--- src/rtl/riscv_bu_rsb_pkg.sv ---
// Shared types and decode helpers for the EX-stage branch unit.
// Covers opcode constants, the resolved-operation enum and link-register detection.
package riscv_bu_rsb_pkg;

    localparam logic [6:0] OPC_JAL      = 7'b1101111;
    localparam logic [6:0] OPC_JALR     = 7'b1100111;
    localparam logic [6:0] OPC_BRANCH   = 7'b1100011;
    localparam logic [6:0] OPC_MISC_MEM = 7'b0001111;

    localparam logic [2:0] F3_BEQ    = 3'b000;
    localparam logic [2:0] F3_BNE    = 3'b001;
    localparam logic [2:0] F3_BLT    = 3'b100;
    localparam logic [2:0] F3_BGE    = 3'b101;
    localparam logic [2:0] F3_BLTU   = 3'b110;
    localparam logic [2:0] F3_BGEU   = 3'b111;
    localparam logic [2:0] F3_FENCEI = 3'b001;

    typedef struct packed {
        logic        bubble;
        logic [31:0] instr;
    } instruction_t;

    typedef enum logic [3:0] {
        BU_NONE,
        BU_JAL,
        BU_JALR,
        BU_BEQ,
        BU_BNE,
        BU_BLT,
        BU_BGE,
        BU_BLTU,
        BU_BGEU,
        BU_FENCEI
    } bu_op_t;

    // x1 (ra) and x5 (t0) are the calling-convention link registers
    function automatic logic is_link(input logic [4:0] r);
        return (r == 5'd1) || (r == 5'd5);
    endfunction

    function automatic bu_op_t decode_op(input logic [31:0] insn);
        bu_op_t op;
        op = BU_NONE;
        case (insn[6:0])
            OPC_JAL:      op = BU_JAL;
            OPC_JALR:     if (insn[14:12] == 3'b000) op = BU_JALR;
            OPC_BRANCH: begin
                case (insn[14:12])
                    F3_BEQ:  op = BU_BEQ;
                    F3_BNE:  op = BU_BNE;
                    F3_BLT:  op = BU_BLT;
                    F3_BGE:  op = BU_BGE;
                    F3_BLTU: op = BU_BLTU;
                    F3_BGEU: op = BU_BGEU;
                    default: op = BU_NONE;
                endcase
            end
            OPC_MISC_MEM: if (insn[14:12] == F3_FENCEI) op = BU_FENCEI;
            default:      op = BU_NONE;
        endcase
        return op;
    endfunction

endpackage

--- src/rtl/riscv_rsb.sv ---
// Return-stack buffer: circular storage, pushing when full overwrites the oldest entry.
// Simultaneous push and pop replaces the top entry (pop-then-push).
module riscv_rsb #(
    parameter int XLEN  = 32,
    parameter int DEPTH = 4
) (
    input  logic            clk_i,
    input  logic            rst_ni,
    input  logic            push_i,
    input  logic            pop_i,
    input  logic [XLEN-1:0] data_i,
    output logic [XLEN-1:0] top_o,
    output logic            valid_o
);

    localparam int PW = (DEPTH > 1) ? $clog2(DEPTH) : 1;
    localparam int CW = $clog2(DEPTH + 1);

    logic [XLEN-1:0] mem [DEPTH];
    logic [PW-1:0]   ptr;
    logic [PW-1:0]   ptr_inc;
    logic [CW-1:0]   cnt;

    assign ptr_inc = ptr + 1'b1;
    assign valid_o = (cnt != '0);
    assign top_o   = valid_o ? mem[ptr] : '0;

    always_ff @(posedge clk_i or negedge rst_ni) begin
        if (!rst_ni) begin
            for (int i = 0; i < DEPTH; i++) mem[i] <= '0;
            ptr <= '0;
            cnt <= '0;
        end else if (push_i && pop_i && (cnt != '0)) begin
            mem[ptr] <= data_i;
        end else if (push_i) begin
            mem[ptr_inc] <= data_i;
            ptr          <= ptr_inc;
            if (cnt != CW'(DEPTH)) cnt <= cnt + 1'b1;
        end else if (pop_i && (cnt != '0)) begin
            ptr <= ptr - 1'b1;
            cnt <= cnt - 1'b1;
        end
    end

endmodule

--- src/rtl/riscv_bu_rsb.sv ---
// EX-stage branch unit: resolves JAL/JALR/Bxx/FENCE.I one cycle after issue,
// with return-stack prediction check, global history and perf counters.
module riscv_bu_rsb
    import riscv_bu_rsb_pkg::*;
#(
    parameter int               XLEN           = 32,
    parameter logic [XLEN-1:0]  PC_INIT        = 'h200,
    parameter int               BP_GLOBAL_BITS = 2,
    parameter int               RSB_DEPTH      = 4,
    parameter int               HAS_RVC        = 0,
    parameter int               CNT_BITS       = 32
) (
    input  logic                      clk_i,
    input  logic                      rst_ni,
    input  logic                      ex_stall_i,
    input  logic                      st_flush_i,
    input  logic [XLEN-1:0]           id_pc_i,
    input  instruction_t              id_insn_i,
    input  logic [1:0]                id_bp_predict_i,
    input  logic [XLEN-1:0]           opA_i,
    input  logic [XLEN-1:0]           opB_i,
    output logic [XLEN-1:0]           bu_nxt_pc_o,
    output logic                      bu_flush_o,
    output logic                      bu_misaligned_o,
    output logic                      cm_ic_invalidate_o,
    output logic                      cm_dc_clean_o,
    output logic                      bu_bp_btaken_o,
    output logic                      bu_bp_update_o,
    output logic [BP_GLOBAL_BITS-1:0] bu_bp_history_o,
    output logic [XLEN-1:0]           bu_rsb_top_o,
    output logic                      bu_rsb_valid_o,
    output logic [CNT_BITS-1:0]       bu_branch_cnt_o,
    output logic [CNT_BITS-1:0]       bu_mispredict_cnt_o
);

    bu_op_t                    op;
    logic [31:0]               instr;
    logic [4:0]                rd, rs1;
    logic                      valid, resolve, rd_link, rs1_link, is_fencei;
    logic [XLEN-1:0]           seq_pc, imm_uj, imm_sb, jalr_tgt, tgt;
    logic                      br_eq, br_lt, br_ltu, cond;
    logic                      redirect, taken, is_br, flush_pred, misaligned, push, pop;
    logic [XLEN-1:0]           rsb_top;
    logic                      rsb_valid;
    logic [BP_GLOBAL_BITS-1:0] history;
    logic                      unused_predict;

    assign instr          = id_insn_i.instr;
    assign op             = decode_op(instr);
    assign rd             = instr[11:7];
    assign rs1            = instr[19:15];
    assign rd_link        = is_link(rd);
    assign rs1_link       = is_link(rs1);
    assign is_fencei      = (op == BU_FENCEI);
    assign valid          = ~id_insn_i.bubble & ~st_flush_i & ~ex_stall_i;
    assign resolve        = valid && (op != BU_NONE);
    assign unused_predict = id_bp_predict_i[0];

    assign seq_pc   = id_pc_i + (((HAS_RVC != 0) && (instr[1:0] != 2'b11)) ? XLEN'(2) : XLEN'(4));
    assign imm_uj   = {{(XLEN-20){instr[31]}}, instr[19:12], instr[20], instr[30:21], 1'b0};
    assign imm_sb   = {{(XLEN-12){instr[31]}}, instr[7], instr[30:25], instr[11:8], 1'b0};
    assign jalr_tgt = (opA_i + opB_i) & {{(XLEN-1){1'b1}}, 1'b0};

    assign br_eq  = (opA_i == opB_i);
    assign br_lt  = ($signed(opA_i) < $signed(opB_i));
    assign br_ltu = (opA_i < opB_i);

    always_comb begin
        cond = 1'b0;
        case (op)
            BU_BEQ:  cond = br_eq;
            BU_BNE:  cond = ~br_eq;
            BU_BLT:  cond = br_lt;
            BU_BGE:  cond = ~br_lt;
            BU_BLTU: cond = br_ltu;
            BU_BGEU: cond = ~br_ltu;
            default: cond = 1'b0;
        endcase
    end

    always_comb begin
        tgt        = seq_pc;
        redirect   = 1'b0;
        taken      = 1'b0;
        is_br      = 1'b0;
        flush_pred = 1'b0;
        push       = 1'b0;
        pop        = 1'b0;
        case (op)
            BU_JAL: begin
                tgt        = id_pc_i + imm_uj;
                redirect   = 1'b1;
                taken      = 1'b1;
                flush_pred = ~id_bp_predict_i[1];
                push       = rd_link;
            end
            BU_JALR: begin
                tgt        = jalr_tgt;
                redirect   = 1'b1;
                taken      = 1'b1;
                flush_pred = 1'b1;
                if (rd_link) begin
                    push = 1'b1;
                    pop  = rs1_link && (rd != rs1);
                end else if (rs1_link) begin
                    // pure return: IF already predicted the RSB top
                    pop        = 1'b1;
                    flush_pred = ~(rsb_valid && (rsb_top[XLEN-1:1] == jalr_tgt[XLEN-1:1]));
                end
            end
            BU_BEQ, BU_BNE, BU_BLT, BU_BGE, BU_BLTU, BU_BGEU: begin
                is_br      = 1'b1;
                taken      = cond;
                redirect   = cond;
                flush_pred = cond ^ id_bp_predict_i[1];
                if (cond) tgt = id_pc_i + imm_sb;
            end
            default: ;
        endcase
        misaligned = redirect && ((HAS_RVC != 0) ? tgt[0] : (tgt[1:0] != 2'b00));
    end

    riscv_rsb #(
        .XLEN  (XLEN),
        .DEPTH (RSB_DEPTH)
    ) u_rsb (
        .clk_i   (clk_i),
        .rst_ni  (rst_ni),
        .push_i  (resolve && push && !misaligned),
        .pop_i   (resolve && pop && !misaligned),
        .data_i  (seq_pc),
        .top_o   (rsb_top),
        .valid_o (rsb_valid)
    );

    assign bu_rsb_top_o   = rsb_top;
    assign bu_rsb_valid_o = rsb_valid;

    always_ff @(posedge clk_i or negedge rst_ni) begin
        if (!rst_ni) begin
            bu_nxt_pc_o         <= PC_INIT;
            bu_flush_o          <= 1'b1;
            bu_misaligned_o     <= 1'b0;
            cm_ic_invalidate_o  <= 1'b0;
            cm_dc_clean_o       <= 1'b0;
            bu_bp_btaken_o      <= 1'b0;
            bu_bp_update_o      <= 1'b0;
            bu_bp_history_o     <= '0;
            history             <= '0;
            bu_branch_cnt_o     <= '0;
            bu_mispredict_cnt_o <= '0;
        end else if (!ex_stall_i) begin
            if (resolve) begin
                bu_nxt_pc_o        <= tgt;
                bu_flush_o         <= flush_pred | misaligned | is_fencei;
                bu_misaligned_o    <= misaligned;
                cm_ic_invalidate_o <= is_fencei;
                cm_dc_clean_o      <= is_fencei;
                bu_bp_btaken_o     <= taken;
                bu_bp_update_o     <= is_br & ~misaligned;
                bu_bp_history_o    <= history;
                if (is_br && !misaligned) history <= BP_GLOBAL_BITS'({history, taken});
                if (is_br) bu_branch_cnt_o <= bu_branch_cnt_o + CNT_BITS'(1);
                if (flush_pred && !misaligned) bu_mispredict_cnt_o <= bu_mispredict_cnt_o + CNT_BITS'(1);
            end else begin
                bu_flush_o         <= 1'b0;
                bu_misaligned_o    <= 1'b0;
                cm_ic_invalidate_o <= 1'b0;
                cm_dc_clean_o      <= 1'b0;
                bu_bp_btaken_o     <= 1'b0;
                bu_bp_update_o     <= 1'b0;
                bu_bp_history_o    <= '0;
            end
        end
    end

endmodule

--- config.mk ---
export PLATFORM = sky130hd
export DESIGN_NAME = riscv_bu_rsb
export DESIGN_NICKNAME = d
export VERILOG_FILES = /design/src/rtl/riscv_bu_rsb_pkg.sv /design/src/rtl/riscv_rsb.sv /design/src/rtl/riscv_bu_rsb.sv
export SDC_FILE = /design/constraint.sdc
export NUM_CORES = 1
export LEC_CHECK = 0
export CORE_AREA = 2 2 217 219
export CTS_BUF_LIST = sky130_fd_sc_hd__clkbuf_8 sky130_fd_sc_hd__clkbuf_16
export CTS_CLUSTER_SIZE = 25
export DETAILED_ROUTE_END_ITERATION = 12
export DIE_AREA = 0 0 219 221
export GPL_TIMING_DRIVEN = 0
export PLACE_DENSITY = 0.67
export SYNTH_ARGS = -nofsm -noshare
export SYNTH_HDL_FRONTEND = slang
export SYNTH_SLANG_ARGS = --single-unit
--- constraint.sdc ---
create_clock -name clk_i -period 3.9 [get_ports clk_i]
set_clock_uncertainty 0.05 [all_clocks]
set_input_delay 1.17 -clock clk_i [delete_from_list [all_inputs] [get_ports clk_i]]
set_output_delay 1.17 -clock clk_i [all_outputs]
set_load 0.05 [all_outputs]
Word level (Yosys, flattened, before mapping)
Index checks and enable logic that the tools add are counted.
Storage, ports and cells
  word-level logic and storage cells: 149
  register bits after elaboration: 238
  output and inout port bits: 137
Operators by class
  muxes and demuxes: 40
  bitwise logic cells: 18
  magnitude comparators: 6
  reduce and logical (&&, ||, !) cells: 32
  $add $sub $neg: 10
  equal/unequal tests: 27
Operators by type and width (count)
  bitwise mux 128 bit: 2
  two-way mux 128 bit: 2
  two-way mux 32 bit: 6
  demux 32 bit (select 2 bit): 2
  adder 32 bit: 3
  one-hot mux 32 bit (3 select lines): 1
  adder 32 x 1 -> 32 bit, second input constant: 2
  binary-select mux 32 bit (select 2 bit): 1
  less-than comparator 32 bit: 2
  adder 32 x 3 -> 32 bit, second input constant: 1
  == test 32 bit: 1
  == test 31 bit: 1
  one-hot mux 4 bit (6 select lines): 1
  == test 7 bit, second input constant: 3
  == test 4 x 3 -> 1 bit, second input constant: 4
  one-hot mux 4 bit (4 select lines): 1
  logical AND 1 bit: 15
  == test 3 bit, second input constant: 4
  two-way mux 1 bit: 12
  AND reduction 3 bit: 4
  == test 5 x 1 -> 1 bit, second input constant: 2
  == test 5 x 3 -> 1 bit, second input constant: 2
  NOT 1 bit: 10
  two-way mux 3 bit: 3
  other kinds (32): 48

Logic depth before layout (Yosys ltp)
Gate-level depths: netlist of the first run.
  depth in word-level cells: 15
  mapped depth: 17
  gate-level depth less buffers: 15

Hierarchy
A second synthesis of the first run with hierarchy kept.
Unflattened totals
  cells, all modules: 2054
  area total of the unflattened synthesis: 19047.0 µm²
Modules (own cells, without submodules)
  riscv_bu_rsb: times used 1, cells an instance 1649, area an instance 12839.8 µm², sequential area each 2630.0 µm²
  riscv_rsb: times used 1, cells an instance 405, area an instance 6207.2 µm², sequential area each 3328.2 µm²

Worst setup path after synthesis of the first run
Ideal clock, no wire load.
  path type: input -> register
  start point: input port opA_i[0]
  end point: register bu_mispredict_cnt_o[1]
  stages on the path: 15
  arrival: 4.799 ns
  buffers on the path: 1
  path slack: -1.077 ns
  path through: ha_1 > inv_1 > fa_1 > or2_2 > a211oi_1 > o311ai_1 > a211o_1 > a21o_1 > and2_1 > a32o_1 > nor4_1 > nand4_1 > o311ai_4 > buf_6 > mux2_1
Between the ends
  word-level cells in the longest chain between the ends: 10
RTL lines
  from (decl): line riscv_bu_rsb.sv:20  | input logic [XLEN-1:0] opA_i,
  parallel branches: the longest is 8 deep, another holds adder 32 bit
  logical AND 1 bit *: line riscv_bu_rsb.sv:164  | if (flush_pred && !misaligned) bu_mispredict_cnt_o <= bu_mispredict_cnt_o + CNT_BITS'(1);
  AND reduction 3 bit (no source line) *
  to (signal assigned): line riscv_bu_rsb.sv:164
  to (decl): line riscv_bu_rsb.sv:33  | output logic [CNT_BITS-1:0] bu_mispredict_cnt_o
Mark *: on every way between the ends.
A chain may end at the register's enable or synchronous reset.

Worst setup path after layout of the first run
  start point: input port opB_i[0]
  end point: register bu_mispredict_cnt_o[18]
Between the ends
  word-level cells in the longest chain between the ends: 10
RTL lines
  from (decl): line riscv_bu_rsb.sv:21  | input logic [XLEN-1:0] opB_i,
  parallel branches: the longest is 8 deep, another holds adder 32 bit
  logical AND 1 bit *: line riscv_bu_rsb.sv:164
  AND reduction 3 bit (no source line) *
Marked as above.

==> results.sh, run 1 <==
export IMPL_drive_gt1_share_pct=36.3
export IMPL_cp_start_kind="input port"
export IMPL_p_switching_mw=2.68
export IMPL_drc_errors=0
export IMPL_detail_route_wl_per_cell_um=25.3
export IMPL_track_usage_pct=32.6
export IMPL_dr_wl_met2_um=38000
export IMPL_grt_max_degree=97
export IMPL_cts_hold_buf=0
export IMPL_design_die_area_um2=48400
export IMPL_async_flop_share_pct=100
export IMPL_grt_pass1_wl_um=121000
export IMPL_drt_total_wl_um=82400
export IMPL_maxSlewViolCount=7
export IMPL_rr_startpoint="u_rsb.ptr[0]$_DFFE_PN0P_"
export IMPL_grt_pass1_vias=19300
export IMPL_path_buf_inv=6
export IMPL_yosysTopAreaCellShare_pct=32.5
export IMPL_cts_path_max_buffers=3
export IMPL_die_h_um=221
export IMPL_cts_root_buffer="clkbuf_16"
export IMPL_dpl_worst_slack_ns=-2.74
export IMPL_status="finished with violations"
export IMPL_drt_iter0_markers=1779
export IMPL_yosys_most_used_dff="dfrtp_1"
export IMPL_layout_commonest_cell="dfrtp_1"
export IMPL_synthCells=2113
export IMPL_critPathArrivalTime_ns=5.17
export IMPL_cap_viol_max_count=1
export IMPL_syn_area_um2=18100
export IMPL_hold_ws_ns=0.415
export IMPL_gp_congestion=0.968
export IMPL_cts_buffers=28
export IMPL_min_from="bu_branch_cnt_o[31]$_DFFE_PN0P_"
export IMPL_dp_hpwl_um=58900
export IMPL_p_int_mw=5.11
export IMPL_min_to="bu_branch_cnt_o[31]$_DFFE_PN0P_"
export IMPL_critPathSlowestCell="fa_2"
export IMPL_min_path_cells=1
export IMPL_clock_power_share_pct=35.3
export IMPL_setup_violations=228
export IMPL_antenna_found_initial=4
export IMPL_synth_warnings=0
export IMPL_pwr_density_cell_nw_per_um2=273
export IMPL_swShare_pct=34.4
export IMPL_syn_area_per_cell_um2=8.59
export IMPL_met3_length_um=6710
export IMPL_synthTopCellsByArea="dfrtp_1, ha_1, a21oi_1, nor2_1, xnor2_1"
export IMPL_htreeDepth=1
export IMPL_reg2reg_setup_slack_ns=-0.34
export IMPL_seqPwrFrac_pct=32.5
export IMPL_ys_seq_elements=238
export IMPL_overflow=0
export IMPL_core_area_um2=46100
export IMPL_place_area_um2=22900
export IMPL_violations="capacitance limit, slew limit, setup timing"
export IMPL_critPathMaxFanout=6
export IMPL_rows=79
export IMPL_min_period_ns=4.79
export IMPL_critPathMaxStageDelay_ns=0.35
export IMPL_cp_top_family="compound AO/OA/AOI/OAI gates"
export IMPL_final_hold_viol_count=0
export IMPL_cts_sinks=238
export IMPL_highest_layer="met5"
export IMPL_crit_type="in2reg"
export IMPL_clk_pin_slew_ns=0.08
export IMPL_relSlewSlack_pct=-2.55
export IMPL_drtAntennaViolNets=0
export IMPL_worst_r2r_endpoint="bu_mispredict_cnt_o[18]$_DFFE_PN0P_"
export IMPL_io_pins=272
export IMPL_firstDrtPassIters=6
export IMPL_synth_distinct_cells=89
export IMPL_cts_tree="yes"
export IMPL_synth_seq_area_share_pct=32.8
export IMPL_wl_met1_um=32800
export IMPL_viasPerCell=6.02
export IMPL_tightest_slew_ns=1.53
export IMPL_numPortBuffers=269
export IMPL_power_leakage_nw=12.4
export IMPL_worst_slack_ns=-0.890
export IMPL_multi_input_area_um2=14600
export IMPL_synth_largest_area_cell="dfrtp_1"
export IMPL_combPwrFrac_pct=32.2
export IMPL_regArea_um2=5960
export IMPL_crit_top_cell="buf_12"
export IMPL_rsz0062_at_grt="true"
export IMPL_vias=19600
export IMPL_nFillCells=3797
export IMPL_vdd_ir_drop_max_mv=0.319
export IMPL_timing_final_crit_share_pct=123
export IMPL_hp_class="reg2reg"
export IMPL_synth_fp_nets=2365
export IMPL_reg2reg_depth=19
export IMPL_die_x_um=219
export IMPL_clk_latency_ns=0.62
export IMPL_syn2layout_area_growth_pct=57.2
export IMPL_final_cell_mix="dfrtp_1, nor2_1, clkdlybuf4s50_1"
export IMPL_synth_edf_count=0
export IMPL_layout_nets=2873
export IMPL_fmax_mhz=209
export IMPL_path_cells="buf_8, ha_4, inv_2, fa_2, or2_4, a211oi_4, o311ai_4, a211o_1, a21o_1, buf_6, a2111oi_4, a211o_1, xnor2_1, nand2_2, o311ai_4, buf_12, buf_12, buf_12, nor4_2, xor2_1"
export IMPL_cp_end_kind="register"
export IMPL_required_ns=4.28
export IMPL_postLayoutCellArea_um2=28500
export IMPL_start_util_pct=39.4
## metal layers
layer  vias to the layer above  GRT usage [%]
li1                       8678              -
met1                      9758           42.4
met2                       912           52.5
met3                       223           6.24
met4                         4           14.9
met5                         -              0
## cell usage after synthesis (14+ instances only)
library cell / number
nand2b_1: 15
inv_1: 96
and2_1: 29
xor2_1: 74
o21ai_0: 78
nand4_1: 30
nor2_1: 266
a21oi_1: 243
ha_1: 113
a2111oi_0: 18
nor2b_1: 22
nand2_1: 148
o22ai_1: 16
o211ai_1: 16
mux4_2: 32
nor3_1: 55
mux2_2: 14
dfrtp_1: 236
buf_2: 18
or2_2: 16
a21o_1: 37
clkbuf_1: 68
nand3_1: 66
a211oi_1: 20
nor4_1: 20
xnor2_1: 92
or3_1: 14
o221ai_1: 17
and3_1: 27
## worst max-delay path by stage
stage,end,from,depth (start not counted)
after floorplan,bu_mispredict_cnt_o[1]$_DFFE_PN0P_,opB_i[0],15
after global placement,bu_nxt_pc_o[22]$_DFFE_PN0P_,rst_ni,1
after detailed placement,bu_mispredict_cnt_o[1]$_DFFE_PN0P_,opB_i[0],16
after CTS,bu_mispredict_cnt_o[30]$_DFFE_PN0P_,opB_i[0],20
after global routing,bu_mispredict_cnt_o[18]$_DFFE_PN0P_,opB_i[0],20
final,bu_mispredict_cnt_o[18]$_DFFE_PN0P_,opB_i[0],20
## cells by family (layout without fill, tap and decap cells)
family	Yosys count	after routing	synth area share (%)
buffers and inverters	200	729	4.53
adder cells (fa/ha/maj)	117	117	8.23
AO/OA/AOI/OAI	580	580	20.6
multiplexers	57	57	5.45
AND/OR/NAND/NOR	752	752	20.0
XOR/XNOR	169	169	8.38
other	0	2	0
flip-flops	238	238	32.8
## layout make-up
cell class                      instances  area share, %
Sequential cell                       238           20.9
Antenna cell                            2         0.0175
Tap cell                              607           2.66
Buffer                                 82           3.39
Timing Repair Buffer                  499           17.2
Multi-Input combinational cell       1675           51.1
Clock inverter                         18          0.662
Clock buffer                           33           2.70
Inverter                               97           1.39
## state kept, by name (all words and copies together) (netlist names)
name                 count
bu_bp_history_o          2
bu_nxt_pc_o             32
bu_misaligned_o          1
bu_bp_btaken_o           1
u_rsb.ptr                2
bu_branch_cnt_o         32
bu_flush_o               1
history                  2
u_rsb.mem              128
bu_bp_update_o           1
bu_mispredict_cnt_o     32
u_rsb.cnt                3
cm_dc_clean_o            1
## power by group through the flow
stage / clock, mW / combinational [mW] / sequential, mW
after floorplan: 0 / 0.990 / 2.70
after global placement: 0 / 1.88 / 2.58
after detailed placement: 0 / 1.90 / 2.58
after CTS: 2.76 / 2.34 / 2.53
after global routing: 2.87 / 2.64 / 2.54
final: 2.75 / 2.51 / 2.53
## repair_timing
item,4_1_cts,5_1_grt
pin swaps,169,90
setup endpoints to repair,254,248
cloned,9,10
setup buffers,169,48
resized for setup,718,249
## through the flow
stage	TNS [ns]	total power [mW]	std cells	utilization, %
3_5_place_dp	-431.75	4.48	2992	49.6
2_1_floorplan	-57.64	3.69	2113	-
5_1_grt	-99.90	8.05	3249	61.9
3_3_place_gp	-2461.34	4.46	2989	49.5
6_report	-76.48	7.80	3251	61.9
4_1_cts	-70.52	7.63	3207	59.2
No activity file was read; power rests on OpenSTA's default activity.
==> run 2, diff against run 1 <==
REMOVE_ABC_BUFFERS = 1   (was default)
==> run 2 against run 1 <==
Against the previous run: the run ends with setup timing left; clock power is 7% lower; design area hardly changed; sequential cell count stayed put; register-to-register slack worse by 0.18 ns; worst hold slack worse by 0.0024 ns; maximum frequency is 1.1% higher; largest cell class unchanged; critical path depth is 4 lower; combinational power is 6% lower; sequential share of layout area hardly changed.
==> results.sh, run 2 (synthesized netlist as in run 1, its figures left out) <==
export IMPL_regMostFlops="u_rsb.mem"
export IMPL_p_total_mw=7.45
export IMPL_cts_sinks=238
export IMPL_drive_gt1_share_pct=35.0
export IMPL_hold_ws_ns=0.413
export IMPL_regArea_um2=5960
export IMPL_status="finished with violations"
export IMPL_required_ns=4.31
export IMPL_htreeDepth=1
export IMPL_drt_iter0_markers=2013
export IMPL_post_place_cells=2903
export IMPL_relSlewSlack_pct=20.9
export IMPL_firstDrtPassIters=7
export IMPL_clk_latency_ns=0.58
export IMPL_vdd_ir_drop_max_mv=0.328
export IMPL_timing_final_crit_share_pct=121
export IMPL_stdcell_count=3190
export IMPL_final_hold_viol_count=0
export IMPL_rsz0062_at_grt="true"
export IMPL_cts_tree="yes"
export IMPL_cts_root_buffer="clkbuf_16"
export IMPL_dp_hpwl_um=52600
export IMPL_die_h_um=221
export IMPL_critPathArrivalTime_ns=5.14
export IMPL_multi_input_area_um2=14800
export IMPL_final_cell_mix="dfrtp_1, a21oi_1, clkdlybuf4s50_1"
export IMPL_syn2layout_area_growth_pct=57.1
export IMPL_detail_route_wl_per_cell_um=27.1
export IMPL_cp_end_kind="register"
export IMPL_worst_slack_ns=-0.836
export IMPL_viasPerCell=6.32
export IMPL_tightest_slew_ns=1.18
export IMPL_nFillCells=3620
export IMPL_cts_path_max_buffers=3
export IMPL_rows=79
export IMPL_core_area_um2=46100
export IMPL_fmax_mhz=211
export IMPL_power_leakage_nw=12.8
export IMPL_track_usage_pct=30.3
export IMPL_violations="setup timing"
export IMPL_setup_violations=203
export IMPL_drtAntennaViolNets=0
export IMPL_clk_pin_slew_ns=0.06
export IMPL_design_die_area_um2=48400
export IMPL_use_met3_pct=4.78
export IMPL_busiest_layer="met2"
export IMPL_met2_usage_pct=48.8
export IMPL_start_util_pct=39.4
export IMPL_critPathMaxFanout=6
export IMPL_crit_type="in2reg"
export IMPL_grt_max_degree=116
export IMPL_cts_hold_buf=0
export IMPL_largest_reg_flops=128
export IMPL_grt_pass1_wl_um=112000
export IMPL_drc_errors=0
export IMPL_overflow=0
export IMPL_min_period_ns=4.74
export IMPL_cap_viol_max_count=0
export IMPL_layout_commonest_cell="dfrtp_1"
export IMPL_numPortBuffers=270
export IMPL_pwr_density_cell_nw_per_um2=261
export IMPL_grtUsageMet1_pct=39.3
export IMPL_gp_congestion=0.985
export IMPL_dpl_worst_slack_ns=-3.78
export IMPL_layout_nets=2813
export IMPL_die_x_um=219
export IMPL_hp_class="in2async"
export IMPL_grt_pass1_vias=18600
export IMPL_cts_buffers=27
export IMPL_io_pins=272
export IMPL_antenna_found_initial=3
export IMPL_vias=20100
export IMPL_drt_total_wl_um=86400
export IMPL_cp_start_kind="input port"
export IMPL_maxSlewViolCount=0
export IMPL_reg2reg_setup_slack_ns=-0.52
run 2: changes by cell type in the layout (fill, tap and decap cells not counted), sizes merged, moves of 4 or more:
cell	change
dlygate4sd2	-25
clkbuf	-27
clkdlybuf4s15	-5
dlymetal6s2s	+56
buf	-54
nor2	+4
clkdlybuf4s50	-8
inv	-4
run 2: power breakdown:
part	internal, mW	total [mW]	switching, mW
clock network	1.46	2.57	1.11
logic	0.926	2.35	1.43
registers	2.51	2.53	0.0264
run 2: worst paths after layout:
path,start,endpoint,cells past startpoint
setup reg to reg,u_rsb.ptr[1]$_DFFE_PN0P_,bu_mispredict_cnt_o[1]$_DFFE_PN0P_,14
setup / recovery,opA_i[3],bu_mispredict_cnt_o[1]$_DFFE_PN0P_,16
hold reg to reg,bu_mispredict_cnt_o[31]$_DFFE_PN0P_,bu_mispredict_cnt_o[31]$_DFFE_PN0P_,1
hold / removal,rst_ni,u_rsb.mem[96]$_DFFE_PN0P_,1
max in group asynchronous,rst_ni,bu_branch_cnt_o[9]$_DFFE_PN0P_,3
min in group clk_i,bu_mispredict_cnt_o[31]$_DFFE_PN0P_,bu_mispredict_cnt_o[31]$_DFFE_PN0P_,1
run 2: timing repair:
action	CTS	global route
endpoints found under the setup margin	262	247
pin swaps	102	161
gates cloned	8	23
gates resized for setup	403	679
setup buffers	103	107
run 2: per-stage QoR:
stage / cell area, µm² / util (%) / TNS (ns)
detailed placement: 21600 / 46.8 / -707.58
global placement: 21200 / 45.9 / -3298.14
CTS: 25000 / 54.2 / -106.92
floorplan: 17700 / - / -465.09
global route: 28500 / 61.9 / -129.96
finish: 28500 / 61.9 / -118.40
run 2: final cells by class:
| class | instances | share of cell area [%] |
|---|---|---|
| sequential | 238 | 20.9 |
| multi-input combinational | 1681 | 52.0 |
| timing repair buffer | 516 | 20.0 |
| clock buffer | 34 | 2.71 |
| clock inverter | 14 | 0.391 |
| antenna | 3 | 0.0263 |
| tap | 607 | 2.66 |
| inverter | 97 | 1.33 |
run 2: metal layers:
metal / wire length, µm / vias up / part of all wire, %
met5: 0 / - / 0
met4: 7050 / 0 / 8.2
met3: 9100 / 450 / 11
met2: 38700 / 1274 / 45
met1: 31500 / 9885 / 36
li1: - / 8538 / -
run 2: worst max-delay path, cell delays in order:
cell	delay (ns)
dlygate4sd2_1	0.30
ha_4	0.33
nor2b_4	0.23
a211oi_4	0.08
o311ai_4	0.36
nand3_1	0.14
a31o_2	0.29
xor2_4	0.18
buf_4	0.20
a32o_2	0.25
nor4_4	0.32
nand4_1	0.28
o311ai_4	0.37
buf_12	0.19
buf_16	0.13
mux2_4	0.29
